## src/rtl/tick_bcd_counter.sv

```systemverilog
// tick_bcd_counter: packed-BCD stopwatch counting rising edges of tick_in under start/stop/clear control.
// All-9s either wraps to zero with a one-cycle wrap pulse, or saturates and drops to HOLD.
module tick_bcd_counter #(
  parameter int DIGITS   = 4,
  parameter bit SATURATE = 1'b0
) (
  input  logic                clk,
  input  logic                rst,
  input  logic                tick_in,
  input  logic                start,
  input  logic                stop,
  input  logic                clear,
  output logic [4*DIGITS-1:0] count,
  output logic                running,
  output logic                wrap,
  output logic                at_max
);
  localparam int W = 4*DIGITS;
  localparam logic [W-1:0] MAX = {DIGITS{4'h9}};
  typedef enum logic [1:0] {IDLE, RUN, HOLD} state_t;
  state_t state;
  logic tick_d, rise, carry;
  logic [W-1:0] inc;
  assign rise = tick_in & ~tick_d;
  // digit-wise ripple: a 9 rolls to 0 and passes the carry upward
  always_comb begin
    inc = count;
    carry = 1'b1;
    for (int i = 0; i < DIGITS; i++) begin
      inc[4*i+:4] = carry ? (count[4*i+:4] == 4'd9 ? 4'd0 : count[4*i+:4] + 4'd1) : count[4*i+:4];
      carry = carry & (count[4*i+:4] == 4'd9);
    end
  end
  always_ff @(posedge clk or negedge rst) begin
    if (!rst) begin
      state   <= IDLE;
      count   <= '0;
      running <= 1'b0;
      wrap    <= 1'b0;
      at_max  <= 1'b0;
      tick_d  <= 1'b1;
    end else begin
      tick_d <= tick_in;
      wrap   <= 1'b0;
      if (clear) begin
        state   <= IDLE;
        count   <= '0;
        running <= 1'b0;
        at_max  <= 1'b0;
      end else if (stop) begin
        if (state == RUN) begin
          state   <= HOLD;
          running <= 1'b0;
        end
      end else if (start && state != RUN) begin
        state   <= RUN;
        running <= 1'b1;
      end else if (state == RUN && rise) begin
        if (SATURATE && count == MAX) begin
          state   <= HOLD;
          running <= 1'b0;
        end else begin
          count  <= inc;
          wrap   <= count == MAX;
          at_max <= inc == MAX;
        end
      end
    end
  end
endmodule
```

## config.mk

```make
export PLATFORM = sky130hd
export DESIGN_NAME = tick_bcd_counter
export DESIGN_NICKNAME = d
export VERILOG_FILES = /design/src/rtl/tick_bcd_counter.sv
export SDC_FILE = /design/constraint.sdc
export NUM_CORES = 1
export LEC_CHECK = 0
export ABC_CLOCK_PERIOD_IN_PS = 2950
export BUFFER_PORTS_ARGS = -buffer_cell sky130_fd_sc_hd__buf_4
export CORE_MARGIN = 4
export CORE_UTILIZATION = 35
export CTS_CLUSTER_DIAMETER = 40
export DETAILED_ROUTE_END_ITERATION = 16
export GPL_TIMING_DRIVEN = 0
export SYNTH_ARGS = -nofsm -noshare
export SYNTH_HDL_FRONTEND = slang
export SYNTH_SLANG_ARGS = --single-unit
export TNS_END_PERCENT = 10
```

## constraint.sdc

```tcl
create_clock -name clk -period 2.95 [get_ports clk]
set_input_delay 0.59 -clock clk [delete_from_list [all_inputs] [get_ports clk]]
set_output_delay 0.59 -clock clk [all_outputs]
set_load 0.01 [all_outputs]
```

* Word level (Yosys, flattened, before mapping) *
Index checks and enable logic that the tools add are counted.

word-level totals
  output and inout port bits = 19
  bits of input ports = 6
  logic and storage cells = 58
  bits in registers = 22

cells by class
  reductions and logical operators = 6
  bitwise logic cells = 4
  multiplexer cells = 27
  add/sub/neg operators = 4
  equal/unequal tests = 11

operators with widths
  cell                    number
  $mux W16                4
  $eq A16 B16 Y1 const B  2
  $mux W4                 7
  $add A4 B1 Y4 const B   4
  $eq A4 B4 Y1 const B    4
  $mux W1                 12
  $mux W2                 4
  $ne A2 B1 Y1 const B    2
  $and A1 B1 Y1           3
  $ne A3 B1 Y1 const B    1
  $reduce_and A3 Y1       1
  $reduce_bool A3 Y1      1
  $eq A2 B1 Y1 const B    1
  $logic_and A1 B1 Y1     2
  $ne A2 B2 Y1 const B    1
  $reduce_and A2 Y1       1
  $reduce_bool A2 Y1      1
  $not A1 Y1              1

* Logic depth before layout (Yosys ltp) *
  depth in word-level cells = 9
  depth in mapped cells = 7
  mapped depth without buffers = 5

* Least setup slack after synthesis *
Ideal clock, no wire load.

  kind = input to register
  start = in stop
  end = reg count[5]
  arrival = 1687 ps
  slack = 1132 ps
  buffers on the path = 1
  data required time = 2818 ps
  setup time = 132 ps
  cell stages on the path = 6
  cell sequence = nor4b_2 -> and2_2 -> buf_2 -> and3_1 -> mux2i_1 -> nor2_1

on the way
  word-level cells in the longest chain between the ends = 2

RTL lines
  element                      RTL line  RTL
  start, declared              11        input logic stop,
  $ne A2 B1 Y1 (no line)       --
  $reduce_and A3 Y1 (no line)  --
  end signal, assigned         63        count <= inc;
  end, declared                13        output logic [4*DIGITS-1:0] count,

Every way passes these cells.
A chain may end at the register's enable or synchronous reset.

* Final worst setup path *
  start = reg count[5]
  end = reg count[13]

on the way
  word-level cells in the longest chain between the ends = 8

RTL lines
  element                     RTL line  RTL
  $eq A4 B4 Y1                31        carry = carry & (count[4*i+:4] == 4'd9);
  $and A1 B1 Y1 (2 in a row)  31
  $mux W4                     30        inc[4*i+:4] = carry ? (count[4*i+:4] == 4'd9 ? 4'd0 : count[4*i+:4] + 4'd1) : count[4*i+:4];
  $mux W16                    58        end else if (state == RUN && rise) begin
  $mux W16                    55        end else if (start && state != RUN) begin
  $mux W16                    50        end else if (stop) begin
  $mux W16                    45        if (clear) begin

Every way passes these cells. The select of a mux whose other input is x is not followed.

==> qor.yml <==
floorplanning:
  die-width_um: 65.51
  die_y_um: 65.51
  dieArea_sq_mm: 0.004291
  core_sq_mm: 0.003103
  rows: 20
  ios: 25
  start_util_pct: 37.30
timing:
  rsz0062_at_grt: "no"
  finalHoldViolCount: 0
  slew_headroom_pct: 66.97
  tightest_slew_ns: 0.4943
  fin_tns_setup_ns: 0
  drv_slew: 0
  skew_ns: 0.005116
  fmax_mhz: 509.3
  fin_crit_sh_pct: 66.56
  period_minus_slack_ns: 1.964
  setup_viol: 0
  fin_hold_ws_ns: 0.1396
clocking:
  cts_buffer_depth: 2
  clk_latency_ns: 0.31
  ctsResizeCount: 0
  clk_pin_slew_ns: 0.13
  cts_setup_buffers: 0
  clock-sinks: 21
  cts-root-buf: "clkbuf_4"
  cts_tree: "done"
  cts.htree.levels: 1
  cts_hold_buf: 0
  numCtsBuffers: 3
finish:
  final_cells: 197
  area_growth_pct: 22.70
  fillers: 348
  drive_above_1_share_pct: 24.18
  layout_commonest_cell: "buf_4"
  final_cell_mix: "buf_4, dfrtp_1, nor2_1, a21oi_1, nand4_1"
  nNetsFinal: 160
  antenna_cells: 0
synthesis:
  synthAdderAreaFrac_pct: 0
  synth_simple_gate_area_share_pct: 32.11
  synth_compound_area_share_pct: 11.14
  syn_nets: 131
  muxShareOfSynthArea_pct: 1.730
  ys_seq_elements: 21
  synth_ff_type: "dfrtp_1"
  synth-xor-area-share_pct: 6.054
  syn_area_sq_mm: 0.001157
  synth_cells: 125
  synthDistinctLibCells: 38
  synth_top_family_by_area: "simple AND/OR/NAND/NOR gates"
  synth_edf_count: 0
  syn_avg_cell_area_sq_um: 9.259
  synth_warnings: 0
  synth_seq_area_share_pct: 45.51
  ys_async_sr_fraction_pct: 100.0
pwr:
  power_density_mw_per_mm2: 324.6
  vdd_drop_max_mv: 0.1188
  p_total_mw: 0.4609
  p_leak_nw: 0.6413
global_routing:
  grt_pass1_vias: 955
  antenna_found_initial: 0
  grt_pass1_wl_um: 4271
  grt_max_degree: 22
  gr-total-overflow: 0
  track_usage_pct: 12.51
place:
  dp_cells: 193
  hpwl_um: 1798
  gp_congestion: 0.7411
  io_buffers: 24
setup_path:
  cp.required_ns: 3.19
  r2r_start: "count[5]$_DFFE_PN0P_"
  worstSetupPathType: "flip-flop to flip-flop"
  cp-end-kind: "flip-flop"
  crit_arrival_ns: 2.20
  rr_endpoint: "count[13]$_DFFE_PN0P_"
  r2r_cells: 5
  r2r_setup_slack_ns: 0.99
  critPathLaunchType: "flip-flop"
  critPathMaxFanout: 8
route:
  ant_nets: 0
  drt_iter0_drc: 33
  via_per_inst: 5.015
  drtPass1Iterations: 4
  wirelength_um: 2505
  wl_per_cell_um: 12.72
  drc: 0
  vias: 988
worst_hold_path:
  hp-class: "primary input to asynchronous set/reset pin"
job:
  drv_cap: 0
run_status:
  outcome: "finished clean"
-- cells by family after synthesis --
logic type             after synthesis
AO/OA/AOI/OAI                       22
multiplexers                         2
XOR/XNOR                             8
flip-flops                          21
AND/OR/NAND/NOR                     63
buffers and inverters                9
-- synth_stat cells, types with 3 or more instances --
master / number / area, sq um
xnor2_1: 3 / 26.28
clkbuf_1: 4 / 15.01
xor2_1: 5 / 43.79
nand3_1: 5 / 25.02
o21ai_0: 5 / 25.02
a21oi_1: 9 / 45.04
nor2b_1: 5 / 31.28
nor3b_1: 4 / 30.03
dfrtp_1: 20 / 500.5
nor2_1: 17 / 63.81
nand2b_1: 3 / 18.77
nand4_1: 6 / 37.54
nand2_1: 5 / 18.77
-- per-stage QoR --
stage | util (%) | cell area [sq um] | setup WS [ns]
finish | 45.77 | 1420 | 0.9864
global route | 45.77 | 1420 | 0.8217
CTS | 45.77 | 1420 | 0.9977
detailed placement | 44.88 | 1393 | 0.8333
global placement | 44.88 | 1393 | 0.8365
floorplan | - | 1157 | 1.132
-- state kept, by name, summed over array words and instances (netlist names) --
name    count
count      16
state       2
at_max      1
tick_d      1
wrap        1
-- layout make-up --
type / instances / area, sq um / share of cell area (%)
Buffer: 7 / 32.53 / 2.291
Clock inverter: 1 / 5.005 / 0.3524
Clock buffer: 3 / 22.52 / 1.586
Inverter: 2 / 7.507 / 0.5286
Multi-Input combinational cell: 95 / 590.6 / 41.59
Tap cell: 44 / 55.05 / 3.877
Timing Repair Buffer: 24 / 180.2 / 12.69
Sequential cell: 21 / 526.8 / 37.09
-- worst max-delay path by stage --
stage	startpoint	end	slack [ns]	cells past startpoint
floorplan	stop	count[5]$_DFFE_PN0P_	1.13	6
global placement	stop	count[5]$_DFFE_PN0P_	0.84	7
detailed placement	stop	count[7]$_DFFE_PN0P_	0.83	7
CTS	count[1]$_DFFE_PN0P_	count[13]$_DFFE_PN0P_	1.0	6
global route	count[1]$_DFFE_PN0P_	count[9]$_DFFE_PN0P_	0.82	7
finish	count[5]$_DFFE_PN0P_	count[13]$_DFFE_PN0P_	0.99	5
-- layer usage --
layer	wire (um)	up-vias	global-route usage, %
met3	116	6	1.880
met1	1240	453	16.97
li1	-	501	-
met4	42	0	4.663
met2	1105	28	20.10
met5	0	-	0
-- critical path, cell delays in order, from the launching register on --
cell and delay, ns:
dfrtp_1 0.48, nor3b_1 0.48, and4_1 0.29, nand4_1 0.14
or3_1 0.37, a21oi_1 0.14
-- power by group --
group | switching [mW] | internal, mW
registers | 0.00206 | 0.290
clock network | 0.0931 | 0.0506
logic | 0.0157 | 0.00891
total | 0.111 | 0.350
(Power assumes the default switching activity.)
